**src/rtl/ifetch_pkg.sv**
```systemverilog
// Shared types for the instruction-fetch responder.
// Queue entry and registered response layouts.
package ifetch_pkg;

  localparam logic [31:0] NOP_DEFAULT = 32'h00000013;

  typedef struct packed {
    logic slot_hi;
    logic err;
  } fetch_entry_t;

  typedef struct packed {
    logic        valid;
    logic        error;
    logic [63:0] inst;
  } resp_t;

endpackage

```
**src/rtl/ifetch_req_fifo.sv**
```systemverilog
// Synchronous request FIFO with single-cycle clear.
// Pointers carry one extra bit to tell full from empty.
module ifetch_req_fifo
  import ifetch_pkg::*;
#(
  parameter int DEPTH = 4
) (
  input  logic                     clk_i,
  input  logic                     rst_ni,
  input  logic                     push,
  input  fetch_entry_t             wdata,
  input  logic                     pop,
  input  logic                     clear,
  output logic                     full,
  output logic                     empty,
  output logic [$clog2(DEPTH):0]   count,
  output fetch_entry_t             head
);

  localparam int AW = $clog2(DEPTH);

  logic [AW:0]  wptr;
  logic [AW:0]  rptr;
  fetch_entry_t mem [DEPTH];

  logic do_push;
  logic do_pop;

  assign full  = (wptr[AW] != rptr[AW]) &&
                 (wptr[AW-1:0] == rptr[AW-1:0]);
  assign empty = (wptr == rptr);
  assign count = wptr - rptr;
  assign head  = mem[rptr[AW-1:0]];

  assign do_push = push && !full && !clear;
  assign do_pop  = pop && !empty && !clear;

  always_ff @(posedge clk_i or negedge rst_ni) begin
    if (!rst_ni) begin
      wptr <= '0;
      rptr <= '0;
    end else if (clear) begin
      wptr <= '0;
      rptr <= '0;
    end else begin
      if (do_push) wptr <= wptr + 1'b1;
      if (do_pop)  rptr <= rptr + 1'b1;
    end
  end

  always_ff @(posedge clk_i) begin
    if (do_push) mem[wptr[AW-1:0]] <= wdata;
  end

endmodule

```
**src/rtl/ifetch_responder.sv**
```systemverilog
// Fetch-port responder: queues core fetch requests and answers each
// with one externally sourced instruction placed in the pc[2] slot.
module ifetch_responder
  import ifetch_pkg::*;
#(
  parameter int          DEPTH    = 4,
  parameter logic [31:0] NOP_INST = NOP_DEFAULT,
  parameter int          CNT_W    = 16
) (
  input  logic                       clk_i,
  input  logic                       rst_ni,
  input  logic                       mem_i_rd_i,
  input  logic                       mem_i_flush_i,
  input  logic                       mem_i_invalidate_i,
  input  logic [31:0]                mem_i_pc_i,
  output logic                       mem_i_accept_o,
  output logic                       mem_i_valid_o,
  output logic                       mem_i_error_o,
  output logic [63:0]                mem_i_inst_o,
  input  logic                       src_valid_i,
  input  logic [31:0]                src_inst_i,
  output logic                       src_ready_o,
  output logic [$clog2(DEPTH+1)-1:0] outstanding_o,
  output logic [CNT_W-1:0]           resp_cnt_o
);

  logic         flush_w;
  logic         full;
  logic         empty;
  logic         push;
  logic         pop;
  logic         head_ok;
  logic         err_pop;
  logic         src_pop;
  fetch_entry_t wentry;
  fetch_entry_t head;
  resp_t        resp_q;
  resp_t        resp_d;
  logic [CNT_W-1:0] cnt_q;

  assign flush_w = mem_i_flush_i | mem_i_invalidate_i;

  // Held low in reset so the core never sees an accept before the queue exists
  assign mem_i_accept_o = rst_ni & ~full & ~flush_w;
  assign push = mem_i_rd_i & mem_i_accept_o;

  assign wentry.slot_hi = mem_i_pc_i[2];
  assign wentry.err     = |mem_i_pc_i[1:0];

  assign head_ok     = ~empty & ~flush_w;
  assign err_pop     = head_ok & head.err;
  assign src_ready_o = head_ok & ~head.err;
  assign src_pop     = src_ready_o & src_valid_i;
  assign pop         = err_pop | src_pop;

  ifetch_req_fifo #(
    .DEPTH (DEPTH)
  ) u_fifo (
    .clk_i  (clk_i),
    .rst_ni (rst_ni),
    .push   (push),
    .wdata  (wentry),
    .pop    (pop),
    .clear  (flush_w),
    .full   (full),
    .empty  (empty),
    .count  (outstanding_o),
    .head   (head)
  );

  always_comb begin
    resp_d       = resp_q;
    resp_d.valid = pop;
    resp_d.error = err_pop;
    if (src_pop) begin
      resp_d.inst = head.slot_hi ? {src_inst_i, NOP_INST}
                                 : {NOP_INST, src_inst_i};
    end else if (err_pop) begin
      resp_d.inst = '0;
    end
  end

  always_ff @(posedge clk_i or negedge rst_ni) begin
    if (!rst_ni) begin
      resp_q <= '0;
      cnt_q  <= '0;
    end else begin
      resp_q <= resp_d;
      if (src_pop && (cnt_q != '1)) cnt_q <= cnt_q + 1'b1;
    end
  end

  assign mem_i_valid_o = resp_q.valid;
  assign mem_i_error_o = resp_q.error;
  assign mem_i_inst_o  = resp_q.inst;
  assign resp_cnt_o    = cnt_q;

endmodule

```
**config.mk**
```make
export PLATFORM = sky130hd
export DESIGN_NAME = ifetch_responder
export DESIGN_NICKNAME = d
export VERILOG_FILES = /design/src/rtl/ifetch_pkg.sv /design/src/rtl/ifetch_req_fifo.sv /design/src/rtl/ifetch_responder.sv
export SDC_FILE = /design/constraint.sdc
export NUM_CORES = 1
export LEC_CHECK = 0
export BUFFER_PORTS_ARGS = -buffer_cell sky130_fd_sc_hd__clkbuf_2
export CAP_MARGIN = 20
export CORE_ASPECT_RATIO = 1.5
export CORE_UTILIZATION = 35
export DETAILED_ROUTE_END_ITERATION = 12
export GPL_TIMING_DRIVEN = 0
export PLACE_DENSITY_LB_ADDON = 0.08
export RECOVER_POWER = 50
export SKIP_CTS_REPAIR_TIMING = 1
export SLEW_MARGIN = 0
export SYNTH_ARGS = -nofsm -noshare
export SYNTH_HDL_FRONTEND = slang
export SYNTH_HIERARCHICAL = 1
export SYNTH_SLANG_ARGS = --single-unit
export TNS_END_PERCENT = 30
```
**constraint.sdc**
```tcl
create_clock -name clk_i -period 2.9 [get_ports clk_i]
set_input_delay 0.58 -clock clk_i [delete_from_list [all_inputs] [get_ports clk_i]]
set_output_delay 0.58 -clock clk_i [all_outputs]
set_load 0.005 [all_outputs]
```
==> load_flow_metrics.sql, run 1 <==
INSERT INTO impl_metrics (metric_group, metric, value, unit) VALUES
('worst_setup_path', 'timing.critical_path.fanout_max', '10', ''),
('floorplanning', 'die_area', '0.0122', 'mm2'),
('placed_design', 'dpl-instance-area', '0.00495', 'mm2'),
('finish', 'layout_common_cells', '108 x sky130_fd_sc_hd__clkbuf_2, 86 x sky130_fd_sc_hd__dfrtp_1, 58 x sky130_fd_sc_hd__a22o_1, 27 x sky130_fd_sc_hd__clkbuf_1', ''),
('sta', 'rsz0062_at_grt', 'no', ''),
('routing', 'routed_via_density', '5.18', ''),
('hold_path', 'timing.hold.worst.class', 'input pin to asynchronous set/reset pin', ''),
('sta', 'setup-violations-final', '0', ''),
('pwr', 'worst_ir_drop_vdd', '269', 'uV'),
('sta', 'final.min_clock_period', '2.69', 'ns'),
('finish', 'design.final.nets', '532', ''),
('worst_setup_path', 'worst_setup_path_start_kind', 'flip-flop', ''),
('sta', 'report.final.slew_viol_count', '0', ''),
('grt', 'grt_usage', '17.6', '%'),
('floorplanning', 'die-width', '90.3', 'um'),
('cts', 'htree_num_levels', '3', ''),
('placed_design', 'post-dp-hpwl', '7.37', 'mm'),
('worst_setup_path', 'critical_path.endpoint_type', 'flip-flop', ''),
('yosys', 'post_synth_and_or_nand_nor_area_fraction', '13.6', '%'),
('sta', 'totalNegativeSetupSlack', '0', 'ns'),
('cts', 'cts_num_sinks', '96', ''),
('floorplanning', 'initial_core_util', '35.7', '%'),
('yosys', 'synth_fp_nets', '393', ''),
('routing', 'route.antenna.remaining_nets', '0', ''),
('grt', 'antenna_found_initial', '0', ''),
('worst_setup_path', 'ff2ff_path_depth', '13', ''),
('worst_setup_path', 'reg2reg_slack', '0.21', 'ns'),
('yosys', 'mapped_cell_area', '0.00410', 'mm2'),
('routing', 'dr_total_vias', '3149', ''),
('finish', 'n_fill_cell', '1126', ''),
('worst_setup_path', 'cp.buffers_inverters', '5', ''),
('cts', 'worst_skew_pair.late_latency', '0.35', 'ns'),
('sta', 'clock.fmax', '0.372', 'GHz'),
('run', 'cap_viol_max_count', '0', ''),
('floorplanning', 'die_h', '135', 'um'),
('routing', 'routed_wire_length_per_instance', '16.9', 'um'),
('cts', 'clock-root-buffer', 'sky130_fd_sc_hd__clkbuf_16', ''),
('yosys', 'synth_xor_xnor_area_share', '3.60', '%'),
('yosys', 'synth.ff_latch_count', '96', ''),
('yosys', 'synth_sequential_area_ratio', '59.6', '%'),
('yosys', 'synthesis.instances', '314', ''),
('yosys', 'synthesis.yosys.warnings', '6', ''),
('yosys', 'synth-compound-area-share', '15.1', '%'),
('finish', 'antenna-diode-count', '0', ''),
('worst_setup_path', 'timing.critical_path.arrival', '2.91', 'ns'),
('sta', 'worstMarginPinSlew', '1.36', 'ns'),
('yosys', 'ys_types', '48', ''),
('worst_setup_path', 'largest_incremental_delay_on_the_critical_path', '0.43', 'ns'),
('worst_setup_path', 'critical_path_required', '3.12', 'ns'),
('pwr', 'p_total', '2.81', 'mW'),
('grt', 'global_route_wire_length_before_repair', '16.6', 'mm'),
('yosys', 'combinational_family_with_the_most_area_after_synthesis', 'compound AO/OA/AOI/OAI gates', ''),
('grt', 'grt_pass1_vias', '3112', ''),
('yosys', 'synthAdderAreaFrac', '2.93', '%'),
('routing', 'drt-pass1-iter-count', '4', ''),
('finish', 'synthToLayoutAreaGrowth', '27.7', '%'),
('worst_setup_path', 'worstPathCellList', 'inv_2 > ha_2 > nand2_4 > nor2b_2 > nor3_2 > o21ai_2 > buf_4 > clkbuf_4 > inv_1 > clkbuf_2 > nand3b_1 > mux2_1 > o311ai_1', ''),
('yosys', 'synth-edff-count', '8', ''),
('sta', 'postLayoutSetupSlackWorst', '0.214', 'ns'),
('floorplanning', 'core-area', '0.0115', 'mm2'),
('cts', 'tritoncts_buffers', '9', ''),
('finish', 'ratio_of_cells_with_drive_above_1_in_the_final_layout', '34.9', '%'),
('finish', 'mostFrequentLayoutCell', 'sky130_fd_sc_hd__clkbuf_2', ''),
('placed_design', 'place_inst', '592', ''),
('run_status', 'run_status', 'finished clean', ''),
('routing', 'drtIter0Drc', '92', ''),
('worst_setup_path', 'timing.setup.critical_path_class', 'flip-flop to flip-flop', ''),
('worst_setup_path', 'crit-reg2reg-capture', 'u_fifo/rptr[1]', ''),
('yosys', 'average_cell_area_after_synthesis', '13.0', 'um2'),
('worst_setup_path', 'crit_reg_reg_startpoint', 'u_fifo/wptr[0]', ''),
('yosys', 'synthFlopType', 'sky130_fd_sc_hd__dfrtp_1', '');
[per-stage QoR]
stage | utilization (%) | hold WS, ns
6_report | 45.6 | 0.219
5_1_grt | 45.6 | 0.273
4_1_cts | 45.7 | 0.256
3_5_place_dp | 43.2 | 0.491
3_3_place_gp | 42.9 | 0.487
2_1_floorplan | - | 0.284
[worst register-to-register path, cell delays in order, from the launching register on]
cell and delay [ns]:
sky130_fd_sc_hd__dfrtp_1 0.43, sky130_fd_sc_hd__inv_2 0.11, sky130_fd_sc_hd__ha_2 0.33, sky130_fd_sc_hd__nand2_4 0.15, sky130_fd_sc_hd__nor2b_2 0.08, sky130_fd_sc_hd__nor3_2 0.16, sky130_fd_sc_hd__o21ai_2 0.14, sky130_fd_sc_hd__buf_4 0.20
sky130_fd_sc_hd__clkbuf_4 0.20, sky130_fd_sc_hd__inv_1 0.10, sky130_fd_sc_hd__clkbuf_2 0.19, sky130_fd_sc_hd__nand3b_1 0.10, sky130_fd_sc_hd__mux2_1 0.28, sky130_fd_sc_hd__o311ai_1 0.10
[kinds of logic (layout without fill, tap and decap cells)]
group / count (synthesis) / after routing
AOI/OAI and AO/OA: 76 / 76
xor gates and xnor gates: 16 / 16
adders and majority gates: 9 / 9
buffers and inverters: 26 / 170
DFF: 96 / 96
muxes: 5 / 5
and+or+nand+nor: 86 / 86
[power by group]
| part | internal [mW] | total (mW) | switching, mW |
|---|---|---|---|
| Sequential | 1.41 | 1.45 | 0.0395 |
| Clock | 0.626 | 1.18 | 0.551 |
| Combinational | 0.0933 | 0.188 | 0.0949 |
[registers in the layout, summed over array words and instances (netlist names)]
| name | cells |
|---|---|
| u_fifo/rptr | 3 |
| mem_i_valid_o | 1 |
| mem_i_inst_o | 64 |
| resp_cnt_o | 16 |
| u_fifo/mem | 8 |
| u_fifo/wptr | 3 |
| mem_i_error_o | 1 |
[cells in the mapped netlist, types with 2 or more instances]
master / n / share of area (%)
sky130_fd_sc_hd__a21oi_1: 3 / 0.37
sky130_fd_sc_hd__nand3_1: 15 / 1.8
sky130_fd_sc_hd__and3_1: 3 / 0.46
sky130_fd_sc_hd__nand2_1: 11 / 1.0
sky130_fd_sc_hd__buf_6: 3 / 0.82
sky130_fd_sc_hd__xor2_1: 15 / 3.2
sky130_fd_sc_hd__nor2_1: 14 / 1.3
sky130_fd_sc_hd__and4_1: 2 / 0.43
sky130_fd_sc_hd__mux2_1: 2 / 0.55
sky130_fd_sc_hd__clkbuf_1: 9 / 0.82
sky130_fd_sc_hd__a22o_1: 58 / 12
sky130_fd_sc_hd__buf_4: 2 / 0.37
sky130_fd_sc_hd__nor4_1: 4 / 0.61
sky130_fd_sc_hd__or2_2: 2 / 0.31
sky130_fd_sc_hd__dfrtp_1: 88 / 54
sky130_fd_sc_hd__nor4_4: 3 / 1.6
sky130_fd_sc_hd__nor3_1: 8 / 0.98
sky130_fd_sc_hd__nand4b_1: 2 / 0.43
sky130_fd_sc_hd__or4_1: 2 / 0.37
sky130_fd_sc_hd__nor4b_2: 2 / 0.73
sky130_fd_sc_hd__nor3b_1: 3 / 0.55
sky130_fd_sc_hd__buf_2: 4 / 0.49
sky130_fd_sc_hd__ha_1: 8 / 2.4
sky130_fd_sc_hd__edfxtp_1: 8 / 5.9
sky130_fd_sc_hd__nor2b_1: 2 / 0.31
sky130_fd_sc_hd__inv_1: 8 / 0.73
sky130_fd_sc_hd__mux4_2: 2 / 1.1
sky130_fd_sc_hd__nand4_1: 4 / 0.61
sky130_fd_sc_hd__o21ai_0: 6 / 0.73
sky130_fd_sc_hd__a31oi_1: 3 / 0.46
[routing by layer]
layer	share of wire [%]	track usage, %
met1	43	22.6
met3	3.9	3.21
met4	1.3	5.91
met2	52	30.0
met5	0	0
[final cells by class]
type,instances,area (um2),share of cell area (%)
Timing Repair Buffer,128,618,11.8
Clock inverter,6,55.1,1.05
Clock buffer,10,239,4.57
Tap cell,150,188,3.59
Inverter,8,30.0,0.574
Buffer,18,110,2.10
Sequential cell,96,2440,46.7
Multi-Input combinational cell,192,1550,29.6
[worst max path at each step]
stage,cells past startpoint,slack [ns],endpoint,from
2_1_floorplan,13,0.22,u_fifo/rptr[1],u_fifo/wptr[0]
3_3_place_gp,4,-0.95,u_fifo/mem[0][0],rst_ni
3_5_place_dp,12,-0.58,u_fifo/rptr[1],u_fifo/rptr[0]
4_1_cts,13,-0.63,u_fifo/rptr[1],u_fifo/rptr[1]
5_1_grt,11,0.02,u_fifo/rptr[0],u_fifo/rptr[2]
6_report,13,0.21,u_fifo/rptr[1],u_fifo/wptr[0]
Power figures use the tool's default switching activity.
==> run 2, diff against run 1 <==
Settings changed: CORE_UTILIZATION 35 to 25.
==> run 2 against run 1 <==
Utilization decreased by 12 points. Critical path depth decreased by 2. Combinational power increased by 2%. Via count decreased by 0.44%. Sequential share of layout area decreased by 0.95 points. First-iteration DRC count decreased by 1.1%. Setup slack improved by 0.024 ns. Register-to-register slack improved by 0.02 ns. Critical endpoint unchanged.
==> load_flow_metrics.sql, run 2 (synthesized netlist as in run 1, its figures left out) <==
INSERT INTO impl_metrics (metric_group, metric, value, unit) VALUES
('finish', 'ratio_of_cells_with_drive_above_1_in_the_final_layout', '34.6', '%'),
('worst_setup_path', 'critical-path-top-cell-by-count', 'sky130_fd_sc_hd__clkbuf_4', ''),
('finish', 'design.final.nets', '534', ''),
('placed_design', 'globalplace.congestion', '0.699', ''),
('grt', 'global_route.overflow_total', '0', ''),
('cts', 'worst_skew_pair.late_latency', '0.35', 'ns'),
('pwr', 'p_seq_share', '50.2', '%'),
('floorplanning', 'initial_core_util', '25.4', '%'),
('routing', 'dr_total_vias', '3135', ''),
('hold_path', 'timing.hold.worst.class', 'input pin to asynchronous set/reset pin', ''),
('cts', 'cts_num_sinks', '96', ''),
('finish', 'antenna-diode-count', '0', ''),
('worst_setup_path', 'timing.critical_path.arrival', '2.87', 'ns'),
('finish', 'largest_register_ffs', '64', ''),
('grt', 'grt_pass1_vias', '3249', ''),
('sta', 'worstMarginPinSlew', '1.36', 'ns'),
('cts', 'clock-root-buffer', 'sky130_fd_sc_hd__clkbuf_16', ''),
('worst_setup_path', 'timing.setup.critical_path_class', 'flip-flop to flip-flop', ''),
('pwr', 'power.net_switching', '0.700', 'mW'),
('floorplanning', 'floorplan.rows', '57', ''),
('run', 'cap_viol_max_count', '0', ''),
('sta', 'clock.fmax', '0.376', 'GHz'),
('worst_setup_path', 'critical_path.endpoint_type', 'flip-flop', ''),
('worst_setup_path', 'worst_setup_path_start_kind', 'flip-flop', ''),
('grt', 'global_route_wire_length_before_repair', '18.6', 'mm'),
('routing', 'routed_wire_length_per_instance', '17.3', 'um'),
('floorplanning', 'die_area', '0.0169', 'mm2'),
('sta', 'slew-limit-headroom', '9.63', '%'),
('finish', 'post-route-util', '33.1', '%'),
('finish', 'n_fill_cell', '1691', ''),
('floorplanning', 'ioPinCount', '157', ''),
('sta', 'setup-violations-final', '0', ''),
('sta', 'postLayoutSetupSlackWorst', '0.238', 'ns'),
('worst_setup_path', 'worstPathCellList', 'xnor2_2 > nor2b_2 > nor3_4 > o21ai_4 > buf_4 > clkbuf_4 > inv_1 > clkbuf_4 > nand3b_1 > mux2_1 > o311ai_1', ''),
('pwr', 'static-leakage-power', '2.63', 'nW'),
('routing', 'drt-pass1-iter-count', '4', ''),
('routing', 'drc', '0', ''),
('worst_setup_path', 'crit_path_top_delay_cell', 'sky130_fd_sc_hd__xnor2_2', ''),
('routing', 'detail_route.wirelength', '11.5', 'mm'),
('finish', 'stdcell_count', '666', ''),
('placed_design', 'place_inst', '648', ''),
('floorplanning', 'die-width', '107', 'um'),
('finish', 'layout_common_cells', '105 x sky130_fd_sc_hd__clkbuf_2, 86 x sky130_fd_sc_hd__dfrtp_1, 58 x sky130_fd_sc_hd__a22o_1, 30 x sky130_fd_sc_hd__clkbuf_1', ''),
('cts', 'tritoncts_buffers', '9', ''),
('floorplanning', 'die_h', '159', 'um'),
('worst_setup_path', 'largest_incremental_delay_on_the_critical_path', '0.50', 'ns'),
('sta', 'post-route-period-util', '91.8', '%'),
('routing', 'routed_via_density', '4.71', ''),
('cts', 'clock_tree_from_tritoncts', 'done', ''),
('placed_design', 'pre_cts_slack', '-0.758', 'ns'),
('routing', 'route.antenna.remaining_nets', '0', ''),
('sta', 'finalHoldViolations', '0', ''),
('pwr', 'worst_ir_drop_vdd', '203', 'uV'),
('worst_setup_path', 'timing.critical_path.fanout_max', '10', ''),
('placed_design', 'dpl-instance-area', '0.00502', 'mm2'),
('pwr', 'intPower', '2.19', 'mW'),
('cts', 'path_clk_slew', '0.07', 'ns'),
('pwr', 'power_per_cell_area', '540', 'mW/mm2'),
('sta', 'final.min_clock_period', '2.66', 'ns'),
('floorplanning', 'core-area', '0.0161', 'mm2'),
('finish', 'mostFrequentLayoutCell', 'sky130_fd_sc_hd__clkbuf_2', ''),
('worst_setup_path', 'critical_path_required', '3.11', 'ns'),
('cts', 'htree_num_levels', '3', ''),
('sta', 'fin_worst_skew', '0.00717', 'ns'),
('cts', 'max-clock-path-buffers', '2', ''),
('placed_design', 'port_buffers', '127', ''),
('routing', 'drtIter0Drc', '91', ''),
('finish', 'final_cell_area', '0.00534', 'mm2'),
('pwr', 'pwr-share-comb', '6.6', '%'),
('run_status', 'run_status', 'finished clean', ''),
('grt', 'grt_start_max_net_pins', '54', ''),
('sta', 'rsz0062_at_grt', 'no', ''),
('sta', 'report.final.slew_viol_count', '0', ''),
('finish', 'synthToLayoutAreaGrowth', '30.3', '%'),
('pwr', 'p_total', '2.89', 'mW'),
('placed_design', 'post-dp-hpwl', '8.22', 'mm'),
('pwr', 'power.share.clock', '43.2', '%'),
('grt', 'grt_usage', '14.5', '%'),
('grt', 'antenna_found_initial', '0', ''),
('pwr', 'netSwitchingFraction', '24.3', '%');
-- run 2: power by group through the flow --
| stage | Clock (mW) | Combinational [mW] | Sequential [mW] |
|---|---|---|---|
| 2_1_floorplan | 0 | 0.0590 | 1.47 |
| 3_3_place_gp | 0 | 0.195 | 1.47 |
| 3_5_place_dp | 0 | 0.203 | 1.47 |
| 4_1_cts | 1.29 | 0.204 | 1.45 |
| 5_1_grt | 1.34 | 0.216 | 1.46 |
| 6_report | 1.25 | 0.192 | 1.45 |
-- run 2: final timing paths --
path	startpoint	end	slack, ns	cells past startpoint
worst max-delay path	u_fifo/rptr[2]	u_fifo/rptr[1]	0.24	11
worst min-delay path	rst_ni	resp_cnt_o[14]	0.23	1
worst max register to register	u_fifo/rptr[2]	u_fifo/rptr[1]	0.24	11
worst min register to register	mem_i_inst_o[13]	mem_i_inst_o[13]	0.50	1
max in group asynchronous	rst_ni	mem_i_inst_o[56]	0.94	2
min in group clk_i	src_inst_i[16]	mem_i_inst_o[16]	0.45	2
-- run 2: area by class of cell --
class	count	area (um2)	area share (%)
Timing Repair Buffer	130	631	11.8
Sequential cell	96	2440	45.8
Buffer	18	113	2.11
Clock buffer	10	229	4.29
Inverter	8	30.0	0.562
Multi-Input combinational cell	192	1560	29.2
Clock inverter	6	75.1	1.41
Tap cell	206	258	4.83
-- run 2: metal layers --
metal  wire [um]  GRT usage [%]  vias to the layer above
met2        6120           25.3                       74
met5           0              0                        -
met4         170           5.42                        0
met3         455           2.75                       12
met1        4770           17.3                     1586
li1            -              -                     1463
-- run 2: stage by stage --
step                hold WS, ns  setup TNS [ns]
finish                    0.232               0
global route              0.272               0
CTS                       0.264           -4.81
detailed placement        0.491           -4.31
global placement          0.488          -14.67
floorplan                 0.284               0
-- run 2: worst max-delay path: cells and delay by family (launching register included) --
family,cells,cell delay (ns)
simple gates,3,0.53
xor+xnor,1,0.50
mux,1,0.13
compound gates,2,0.18
flops,1,0.43
buf+inv,4,0.73
